===== config.mk =====
export PLATFORM = sky130hd
export DESIGN_NAME = load_align_unit_flat
export DESIGN_NICKNAME = d
export VERILOG_FILES = /design/src/rtl/load_pkg.sv /design/src/rtl/load_align_unit_if.sv /design/src/rtl/load_extract.sv /design/src/rtl/load_align_unit.sv /design/src/flat_wrapper.sv
export SDC_FILE = /design/constraint.sdc
export NUM_CORES = 1
export LEC_CHECK = 0
export ABC_AREA = 0
export ABC_CLOCK_PERIOD_IN_PS = 7700
export BUFFER_PORTS_ARGS = -buffer_cell sky130_fd_sc_hd__buf_2
export CORE_AREA = 2 2 162 101
export DETAILED_ROUTE_END_ITERATION = 8
export DIE_AREA = 0 0 164 103
export PLACE_DENSITY = 0.66
export SLEW_MARGIN = 20
export SYNTH_ARGS = -nofsm -noshare
export SYNTH_HDL_FRONTEND = slang
export SYNTH_SLANG_ARGS = --single-unit

===== constraint.sdc =====
create_clock -name clk -period 7.7 [get_ports clk]
set_clock_uncertainty 0.05 [all_clocks]
set_input_delay 1.54 -clock clk [delete_from_list [all_inputs] [get_ports clk]]
set_output_delay 1.54 -clock clk [all_outputs]
set_load 0.01 [all_outputs]

===== src/rtl/load_pkg.sv =====
// Shared load-unit definitions: load-type codes, access-size table and FSM state encoding.
package load_pkg;

    localparam int unsigned TYPE_W = 3;
    localparam int unsigned SIZE_W = 4;

    typedef enum logic [TYPE_W-1:0] {
        LT_LB   = 3'd0,
        LT_LBU  = 3'd1,
        LT_LH   = 3'd2,
        LT_LHU  = 3'd3,
        LT_LW   = 3'd4,
        LT_LWU  = 3'd5,
        LT_LD   = 3'd6,
        LT_RSVD = 3'd7
    } load_type_t;

    typedef enum logic [2:0] {
        ST_IDLE  = 3'd0,
        ST_REQ0  = 3'd1,
        ST_WAIT0 = 3'd2,
        ST_REQ1  = 3'd3,
        ST_WAIT1 = 3'd4,
        ST_RESP  = 3'd5
    } state_t;

    // Access size in bytes; zero for the reserved code.
    function automatic logic [SIZE_W-1:0] load_size(input logic [TYPE_W-1:0] t);
        case (t)
            LT_LB, LT_LBU:  return SIZE_W'(1);
            LT_LH, LT_LHU:  return SIZE_W'(2);
            LT_LW, LT_LWU:  return SIZE_W'(4);
            LT_LD:          return SIZE_W'(8);
            default:        return SIZE_W'(0);
        endcase
    endfunction

    function automatic logic load_signed(input logic [TYPE_W-1:0] t);
        return (t == LT_LB) || (t == LT_LH) || (t == LT_LW);
    endfunction

    // LWU/LD only make sense when the word is wider than 32 bits.
    function automatic logic load_supported(input logic [TYPE_W-1:0] t, input int unsigned data_w);
        if (t == LT_RSVD) return 1'b0;
        if ((data_w < 32'd64) && ((t == LT_LWU) || (t == LT_LD))) return 1'b0;
        return 1'b1;
    endfunction

endpackage


===== src/rtl/load_align_unit_if.sv =====
// Request, memory-read and response signal bundle of the load align unit.
interface load_align_unit_if #(
    parameter int unsigned DATA_W = 32,
    parameter int unsigned ADDR_W = 32
);
    logic              req_valid;
    logic              req_ready;
    logic [ADDR_W-1:0] req_addr;
    logic [2:0]        req_type;
    logic              mem_req;
    logic [ADDR_W-1:0] mem_addr;
    logic              mem_gnt;
    logic              mem_rvalid;
    logic [DATA_W-1:0] mem_rdata;
    logic              rsp_valid;
    logic              rsp_ready;
    logic [DATA_W-1:0] rsp_data;
    logic              rsp_misalign;

    // The unit itself.
    modport slave (
        input  req_valid, req_addr, req_type, mem_gnt, mem_rvalid, mem_rdata, rsp_ready,
        output req_ready, mem_req, mem_addr, rsp_valid, rsp_data, rsp_misalign
    );

    // Requester, memory and consumer side.
    modport master (
        output req_valid, req_addr, req_type, mem_gnt, mem_rvalid, mem_rdata, rsp_ready,
        input  req_ready, mem_req, mem_addr, rsp_valid, rsp_data, rsp_misalign
    );
endinterface


===== src/rtl/load_extract.sv =====
// Combinational byte-lane shift, size mask and sign/zero extension of a loaded word pair.
module load_extract
    import load_pkg::*;
#(
    parameter int unsigned DATA_W = 32
) (
    input  logic [DATA_W-1:0]              word_lo,
    input  logic [DATA_W-1:0]              word_hi,
    input  logic [$clog2(DATA_W/8)-1:0]    offset,
    input  logic [TYPE_W-1:0]              load_type,
    output logic [DATA_W-1:0]              result
);
    localparam int unsigned IDX_W = $clog2(2 * DATA_W);

    logic [2*DATA_W-1:0] shifted;
    logic [DATA_W-1:0]   keep;
    logic [IDX_W-1:0]    msb_idx;
    int unsigned         nbits;
    logic                fill;

    always_comb begin
        shifted = {word_hi, word_lo} >> {offset, 3'b000};
        nbits   = 32'(load_size(load_type)) * 32'd8;
        msb_idx = (nbits == 32'd0) ? '0 : IDX_W'(nbits - 32'd1);
        fill    = load_signed(load_type) & shifted[msb_idx];
        // Shifting by DATA_W or more yields zero, so full-width loads keep every bit.
        keep    = ~({DATA_W{1'b1}} << nbits);
        result  = (shifted[DATA_W-1:0] & keep) | (~keep & {DATA_W{fill}});
    end

endmodule


===== src/rtl/load_align_unit.sv =====
// Load align unit: fetches one or two aligned words and returns the extended load result.
// Define LOAD_UNALIGNED_SPLIT_EN to serve word-crossing loads with two reads instead of faulting.
module load_align_unit
    import load_pkg::*;
#(
    parameter int unsigned DATA_W = 32,
    parameter int unsigned ADDR_W = 32
) (
    input  logic             clk,
    input  logic             rst,
    load_align_unit_if.slave bus
);
    localparam int unsigned BYTES = DATA_W / 8;
    localparam int unsigned OFF_W = $clog2(BYTES);

    state_t            state_q, state_d;
    logic [OFF_W-1:0]  off_q, off_d;
    logic [TYPE_W-1:0] type_q, type_d;
    logic [DATA_W-1:0] word0_q, word0_d;
    logic [ADDR_W-1:0] mem_addr_q, mem_addr_d;
    logic [DATA_W-1:0] rsp_data_q, rsp_data_d;
    logic              rsp_mis_q, rsp_mis_d;
    logic              req_ready_q, mem_req_q, rsp_valid_q;

    logic [OFF_W-1:0]  req_off;
    logic [ADDR_W-1:0] req_aligned;
    logic              req_supported;
    logic              req_fault;
    logic [DATA_W-1:0] ext_lo, ext_result;

    assign req_off       = bus.req_addr[OFF_W-1:0];
    assign req_aligned   = {bus.req_addr[ADDR_W-1:OFF_W], OFF_W'(0)};
    assign req_supported = load_supported(bus.req_type, DATA_W);

`ifdef LOAD_UNALIGNED_SPLIT_EN
    logic q_split;

    assign req_fault = 1'b0;
    assign q_split   = (32'(off_q) + 32'(load_size(type_q))) > BYTES;
`else
    logic [SIZE_W-1:0] req_size;
    logic              req_split, req_unaligned;

    // Without split support any word-crossing or naturally misaligned load faults.
    assign req_size      = load_size(bus.req_type);
    assign req_split     = (32'(req_off) + 32'(req_size)) > BYTES;
    assign req_unaligned = (32'(req_off) & (32'(req_size) - 32'd1)) != 32'd0;
    assign req_fault     = req_split | req_unaligned;
`endif

    // Second word's low half comes from the first read; single reads use the live word.
    assign ext_lo = (state_q == ST_WAIT1) ? word0_q : bus.mem_rdata;

    load_extract #(.DATA_W(DATA_W)) u_extract (
        .word_lo   (ext_lo),
        .word_hi   (bus.mem_rdata),
        .offset    (off_q),
        .load_type (type_q),
        .result    (ext_result)
    );

    always_comb begin
        state_d    = state_q;
        off_d      = off_q;
        type_d     = type_q;
        word0_d    = word0_q;
        mem_addr_d = mem_addr_q;
        rsp_data_d = rsp_data_q;
        rsp_mis_d  = rsp_mis_q;
        unique case (state_q)
            ST_IDLE: begin
                if (bus.req_valid) begin
                    off_d      = req_off;
                    type_d     = bus.req_type;
                    mem_addr_d = req_aligned;
                    if (!req_supported) begin
                        state_d    = ST_RESP;
                        rsp_data_d = '0;
                        rsp_mis_d  = 1'b0;
                    end else if (req_fault) begin
                        state_d    = ST_RESP;
                        rsp_data_d = '0;
                        rsp_mis_d  = 1'b1;
                    end else begin
                        state_d = ST_REQ0;
                    end
                end
            end
            ST_REQ0: begin
                if (bus.mem_gnt) state_d = ST_WAIT0;
            end
            ST_WAIT0: begin
                if (bus.mem_rvalid) begin
                    word0_d    = bus.mem_rdata;
                    state_d    = ST_RESP;
                    rsp_data_d = ext_result;
                    rsp_mis_d  = 1'b0;
`ifdef LOAD_UNALIGNED_SPLIT_EN
                    if (q_split) begin
                        state_d    = ST_REQ1;
                        rsp_data_d = rsp_data_q;
                        mem_addr_d = mem_addr_q + ADDR_W'(BYTES);
                    end
`endif
                end
            end
            ST_REQ1: begin
                if (bus.mem_gnt) state_d = ST_WAIT1;
            end
            ST_WAIT1: begin
                if (bus.mem_rvalid) begin
                    state_d    = ST_RESP;
                    rsp_data_d = ext_result;
                    rsp_mis_d  = 1'b0;
                end
            end
            ST_RESP: begin
                if (bus.rsp_ready) state_d = ST_IDLE;
            end
            default: state_d = ST_IDLE;
        endcase
    end

    // Handshake outputs are registered decodes of the next state.
    always_ff @(posedge clk or posedge rst) begin
        if (rst) begin
            state_q     <= ST_IDLE;
            off_q       <= '0;
            type_q      <= '0;
            word0_q     <= '0;
            mem_addr_q  <= '0;
            rsp_data_q  <= '0;
            rsp_mis_q   <= 1'b0;
            req_ready_q <= 1'b1;
            mem_req_q   <= 1'b0;
            rsp_valid_q <= 1'b0;
        end else begin
            state_q     <= state_d;
            off_q       <= off_d;
            type_q      <= type_d;
            word0_q     <= word0_d;
            mem_addr_q  <= mem_addr_d;
            rsp_data_q  <= rsp_data_d;
            rsp_mis_q   <= rsp_mis_d;
            req_ready_q <= (state_d == ST_IDLE);
            mem_req_q   <= (state_d == ST_REQ0) || (state_d == ST_REQ1);
            rsp_valid_q <= (state_d == ST_RESP);
        end
    end

    assign bus.req_ready    = req_ready_q;
    assign bus.mem_req      = mem_req_q;
    assign bus.mem_addr     = mem_addr_q;
    assign bus.rsp_valid    = rsp_valid_q;
    assign bus.rsp_data     = rsp_data_q;
    assign bus.rsp_misalign = rsp_mis_q;

endmodule


===== src/flat_wrapper.sv =====
// flat-port wrapper written by rule: the top's interface ports become plain ports
module load_align_unit_flat import load_pkg::*;
#(
    parameter int unsigned DATA_W = 32,
    parameter int unsigned ADDR_W = 32
)
  (clk, rst, bus_req_valid, bus_req_addr, bus_req_type, bus_mem_gnt, bus_mem_rvalid, bus_mem_rdata, bus_rsp_ready, bus_req_ready, bus_mem_req, bus_mem_addr, bus_rsp_valid, bus_rsp_data, bus_rsp_misalign);
  load_align_unit_if #(.DATA_W(DATA_W), .ADDR_W(ADDR_W)) bus_i ();
  input  logic clk;
  input  logic rst;
  input wire logic [$bits(bus_i.req_valid)-1:0] bus_req_valid;
  input wire logic [$bits(bus_i.req_addr)-1:0] bus_req_addr;
  input wire logic [$bits(bus_i.req_type)-1:0] bus_req_type;
  input wire logic [$bits(bus_i.mem_gnt)-1:0] bus_mem_gnt;
  input wire logic [$bits(bus_i.mem_rvalid)-1:0] bus_mem_rvalid;
  input wire logic [$bits(bus_i.mem_rdata)-1:0] bus_mem_rdata;
  input wire logic [$bits(bus_i.rsp_ready)-1:0] bus_rsp_ready;
  output wire logic [$bits(bus_i.req_ready)-1:0] bus_req_ready;
  output wire logic [$bits(bus_i.mem_req)-1:0] bus_mem_req;
  output wire logic [$bits(bus_i.mem_addr)-1:0] bus_mem_addr;
  output wire logic [$bits(bus_i.rsp_valid)-1:0] bus_rsp_valid;
  output wire logic [$bits(bus_i.rsp_data)-1:0] bus_rsp_data;
  output wire logic [$bits(bus_i.rsp_misalign)-1:0] bus_rsp_misalign;
  assign bus_i.req_valid = bus_req_valid;
  assign bus_i.req_addr = bus_req_addr;
  assign bus_i.req_type = bus_req_type;
  assign bus_i.mem_gnt = bus_mem_gnt;
  assign bus_i.mem_rvalid = bus_mem_rvalid;
  assign bus_i.mem_rdata = bus_mem_rdata;
  assign bus_i.rsp_ready = bus_rsp_ready;
  assign bus_req_ready = bus_i.req_ready;
  assign bus_mem_req = bus_i.mem_req;
  assign bus_mem_addr = bus_i.mem_addr;
  assign bus_rsp_valid = bus_i.rsp_valid;
  assign bus_rsp_data = bus_i.rsp_data;
  assign bus_rsp_misalign = bus_i.rsp_misalign;
  load_align_unit #(.DATA_W(DATA_W), .ADDR_W(ADDR_W)) u_core (.clk(clk), .rst(rst), .bus(bus_i));
endmodule

## Word-level counts from Yosys, hierarchy flattened

Index checks and enable logic that the tools add are counted.

- Mux-type cells: 31
- Shift operators: 2
- Magnitude comparators: 2
- Bitwise gates (word level): 8
- Reduce and logical (&&, ||, !) cells: 21
- Add/sub/neg operators: 3
- Equal/unequal tests: 24

Operator list:

| kind | number |
|---|---|
| $mux W32 | 5 |
| $and A32 B32 Y32 | 2 |
| $not A32 Y32 | 2 |
| $pmux W32 S2 | 1 |
| $shr A64 B5 Y64 | 1 |
| $and A2 B32 Y32 | 1 |
| $gt A32 B3 Y1 const B | 1 |
| $or A32 B32 Y32 | 1 |
| $pmux W4 S4 | 2 |
| $reduce_bool A32 Y1 | 1 |
| $shl A32 B7 Y32 const A | 1 |
| $eq A3 B3 Y1 const B | 10 |
| $eq A3 B2 Y1 const B | 7 |
| $mux W3 | 7 |
| $pmux W3 S5 | 1 |
| $reduce_or A2 Y1 | 7 |
| $eq A3 B1 Y1 const B | 4 |
| $logic_not A3 Y1 | 4 |
| $mux W1 | 12 |
| $logic_not A8 Y1 | 1 |
| $lt A6 B7 Y1 const B | 1 |
| $bmux W1 S6 | 1 |
| $mux W6 | 1 |
| $sub A6 B1 Y6 const B | 1 |
| other kinds (12) | 16 |

- Input port bits: 73
- Output and inout bits: 68
- Logic and storage cells: 101
- Register bits: 106

## Depth between registers and ports, before layout

- Depth after elaboration: 13
- Depth in mapped cells: 13
- Depth with buffers taken out: 11

## By module

Synthesis repeated with hierarchy kept, for this count alone.

- Cell total of the unflattened synthesis: 430
- Area total of the unflattened synthesis: 5780.5 µm²

By module, submodules not included:

| module | cells an instance | times used | sequential area each (µm²) | area an instance (µm²) |
|---|---|---|---|---|
| load_align_unit | 307 | 1 | 2653.8 | 4526.8 |
| load_extract | 123 | 1 | 0.0 | 1253.7 |

## Worst setup path after synthesis

OpenSTA, ideal clock, no wires.

- Path kind: input -> register
- Start: in bus_req_type[1]
- End: reg u_core.rsp_data_q[13] (netlist: u_core.bus.rsp_data[13])
- Setup time: 0.086 ns
- Path slack: 3.746 ns
- Arrival: 3.818 ns
- Cell stages on the path: 12
- Required time: 7.564 ns
- Buffers on the path: 2
- Cell sequence: or2_2 > inv_1 > ha_1 > inv_1 > fa_1 > a21oi_1 > o311ai_1 > and2_1 > clkbuf_1 > clkbuf_1 > nand2_1 > a32oi_1

- Cells in the longest elaborated chain, start to end: 9
- Elaborated cells between the ends (all ways): 30
- Classes of those cells: add/sub (2); order compare (1); eq/ne (8); mux (10); bitwise (2); reduce/logical (7)

Ends and longest elaborated chain:

| item | RTL line | text |
|---|---|---|
| from (decl) | flat_wrapper.sv:13 | `input wire logic [$bits(bus_i.req_type)-1:0] bus_req_type;` |
| parallel branches: the longest is 9 deep, another holds $gt A32 B3 Y1 | - |  |
| to (signal assigned) | load_align_unit.sv:143 | `rsp_data_q <= rsp_data_d;` |
| to (decl) | load_align_unit.sv:21 | `logic [DATA_W-1:0] rsp_data_q, rsp_data_d;` |

Parallel ways; which one is timed is not known. The select of a mux whose other input is x is not followed.
A chain may end at the register's enable or synchronous reset.

## Final worst setup path

- Start: in bus_req_type[1]
- End: reg u_core.rsp_data_q[11] (netlist: u_core.bus.rsp_data[11])

The elaborated chain is that of the path after synthesis.

==> metrics.md <==
| Metric | Value |
|---|---|
| Die Width | `164 um` |
| Synth Instances | `479` |
| Hold Path Class | `reg -> reg` |
| DP Worst Slack | `2835 ps` |
| Via count of the first global-routing pass | `4,104` |
| CP max FO | `31` |
| Core area | `15,630 um^2` |
| H-tree Lvls | `3` |
| Postcts setup bufs | `0` |
| CP endpoint kind | `flop` |
| Top_reg_cell synth | `dfrtp_1` |
| Simple-Gate Fraction of Synth Area | `10.02%` |
| PnR worst setup slack | `3539 ps` |
| Total track usage | `16.96%` |
| GP Congestion | `0.8663` |
| Mean Syn Cell Area | `11.71 um^2` |
| Fmax | `240.3 MHz` |
| Cell mode on critical path | `inv_1` |
| Layout cells sized above 1 | `43.21%` |
| Cell Rows | `36` |
| RSZ-0062 raised after global routing | `false` |
| Least-Margin Pin Slew | `966.2 ps` |
| Synthesized cell area | `5608 um^2` |
| Largest family of logic cells by synthesized area | `multiplexers` |
| Synth Area in XOR/XNOR | `0.3124%` |
| Crit Path Class | `in -> reg` |
| CP cell instances | `buf_2 -> or2_2 -> inv_1 -> ha_1 -> inv_1 -> fa_1 -> a21oi_1 -> o311ai_1 -> and2_2 -> nand2_1 -> a32oi_1` |
| Post-DR wirelength/cell | `17.59 um` |
| Final nets | `677` |
| Root Buffer | `clkbuf_16` |
| Max rail drop VDD | `0.1608 mV` |
| Power Density | `422.2 nW/um^2` |
| Gr ovfl total | `0` |
| Tmin final | `4161 ps` |
| # IOs | `141` |
| Post-route clock period utilization | `54.04%` |
| Slew Viols, Final | `0` |
| Clk pin slew, worst setup/hold paths | `80 ps` |
| Worst Path Required | `7920 ps` |
| Die Y | `103 um` |
| First-pass GRT wire length | `21,810 um` |
| Post-synthesis sequential area ratio | `47.32%` |
| Port bufs | `138` |
| Status | `finished, final reports clean` |
| Largest net degree at the start of global routing | `77` |
| Synthesized flop and latch total | `106` |
| Critical Path Max Stage Delay | `650 ps` |
| Vias per cell | `5.217` |
| CTS buffer count | `9` |
| CTS tree | `yes` |
| Fraction of the mapped netlist area in adder cells | `1.249%` |
| CTS resizes | `0` |
| Final TNS setup | `0 ps` |
| Via count | `4,247` |
| Initial core utilization | `35.88%` |
| First-pass DRT Iterations | `4` |
| Startpoint types | `input port` |
| Detailed Place HPWL | `10,810 um` |
| Fill count | `1,447` |
| Max_cap viols | `0` |
| Final hold slack | `428.1 ps` |
| Drt drc | `0` |
| Lkg Pwr | `3.196 nW` |
| Post-synth EDFFs | `0` |
| Antenna Nets Post-Route | `0` |
| Routed Wire Length | `14,320 um` |
| Mux contribution to synthesized area | `26.24%` |
| P&R area growth vs syn | `20.71%` |
| Initial antenna violation count | `3` |
| Setup-failing EPs final | `0` |
| Worst rel slew slack | `35.59%` |
| Fraction of synthesis flops using an asynchronous set or reset pin | `100.0%` |
| Area of the die | `16,890 um^2` |
| Iter 0 DRT Violations | `292` |
| Synth unique cells | `52` |
| CP arrival | `4380 ps` |
| Clock sink count | `106` |
| Clock Latency Late Sink | `340 ps` |
| Yosys warns | `0` |
| Cts hold-fix bufs | `0` |
| CTS Buffer Depth | `2` |
| CP max stage cell | `and2_2` |
| Post-synthesis compound-gate area fraction | `10.29%` |
| Hold Vio Cnt, Final | `0` |
synthesized netlist by cell type (all sizes together) (2+ instances only):
library cell	count	area share [%]
mux2	68	14
o311ai	4	0.94
nor3b	2	0.36
and2	11	1.2
mux2i	30	5.4
mux4	18	7.2
a21oi	7	0.62
buf	13	1.6
nor2b	5	0.56
a31oi	7	0.78
nand4	2	0.22
o211ai	15	2.1
clkbuf	21	1.4
or2	2	0.22
o21ai	14	1.2
o31ai	2	0.36
xor2	2	0.31
nor3	6	0.54
a211o	6	0.94
nor2	11	0.74
or3	2	0.22
nor4	2	0.49
a32oi	6	0.94
ha	4	0.89
nand2	58	3.9
dfrtp	105	47
inv	23	1.5
nand3	9	0.80
nand2b	4	0.45
a22oi	8	1.1
worst max-delay path, delay by kind of cell:
kind                       cells  cell delay (ps)
and+or+nand+nor                3             1090
AOI/OAI and AO/OA              3              780
adders and majority gates      2              680
buffers and inverters          3              270
stage by stage:
step	instances	area, um^2	total power [mW]	utilization (%)
final	814	6769	2.858	43.31
after floorplan	480	5612	1.965	-
after global routing	813	6766	3.065	43.29
after CTS	813	6763	2.884	43.27
after global placement	797	6442	2.333	41.22
after detailed placement	797	6445	2.392	41.23
cell families (layout without fill, tap and decap cells):
logic type / Yosys count / after routing
buffers and inverters: 57 / 181
other: 1 / 3
muxes: 116 / 116
and+or+nand+nor: 116 / 116
AOI/OAI and AO/OA: 76 / 76
xor gates and xnor gates: 2 / 2
DFF: 106 / 106
adders and majority gates: 5 / 5
sequential cells by signal, summed over array words and instances (netlist names):
register,count
u_core.bus.mem_addr,30
u_core.off_q,2
u_core.bus.rsp_data,32
u_core.type_q,3
u_core.bus.rsp_misalign,1
u_core.bus.rsp_valid,1
u_core.bus.req_ready,1
u_core.word0_q,32
u_core.state_q,3
u_core.bus.mem_req,1
per-layer routing:
layer	GRT usage [%]	wire [um]
met5	0	13
met1	23.81	6977
met4	4.521	167
met2	25.76	6058
met3	5.028	1100
layout make-up:
cell class                      count  area [um^2]  share of cell area, %
Sequential cell                   106         2658                  39.26
Multi-Input combinational cell    317         2720                  40.18
Antenna cell                        1        2.502                0.03697
Tap cell                          209        261.5                  3.863
Inverter                           23        88.84                  1.312
Clock inverter                      7        92.59                  1.368
Timing Repair Buffer              142        720.7                  10.65
Clock buffer                        9        225.2                  3.327
report_power, final:
part	internal [mW]	switching, mW	leakage (nW)	total, mW
clock	0.262	0.221	0.156	0.483
combinational	0.628	0.678	1.73	1.31
sequential	0.827	0.242	1.31	1.07
placed cells by master, fill, tap and decap left out, types with 3 or more instances in the layout:
cell type,netlist,routed
buf_2,4,138
dfrtp_1,105,104
mux2_2,68,68
nand2_1,58,58
mux2i_1,30,30
inv_1,22,21
mux4_2,18,18
o21ai_0,14,14
o211ai_1,14,14
nor2_1,11,10
and2_1,11,10
nand3_1,9,9
clkbuf_16,0,9
a22oi_1,8,8
a21oi_1,7,7
a31oi_1,7,7
a211o_1,6,6
a32oi_1,6,6
nor3_1,6,5
nor2b_1,5,5
nand2b_1,4,4
ha_1,4,4
buf_4,3,4
inv_6,0,3
final timing paths:
check	from	endpoint	slack (ps)	cells past startpoint
max	bus_req_type[1]	u_core.bus.rsp_data[11]$_DFFE_PP0P_	3540	11
min	u_core.bus.rsp_data[0]$_DFFE_PP0P_	u_core.bus.rsp_data[0]$_DFFE_PP0P_	430	2
max reg2reg	u_core.state_q[2]$_DFF_PP0_	u_core.bus.rsp_data[31]$_DFFE_PP0P_	4230	7
min reg2reg	u_core.bus.rsp_data[0]$_DFFE_PP0P_	u_core.bus.rsp_data[0]$_DFFE_PP0P_	430	2
max in group asynchronous	rst	u_core.off_q[0]$_DFFE_PP0P_	5120	3
min in group asynchronous	rst	u_core.bus.mem_addr[4]$_DFFE_PP0P_	1120	2
Note: power is estimated with default switching activity, not from simulation.
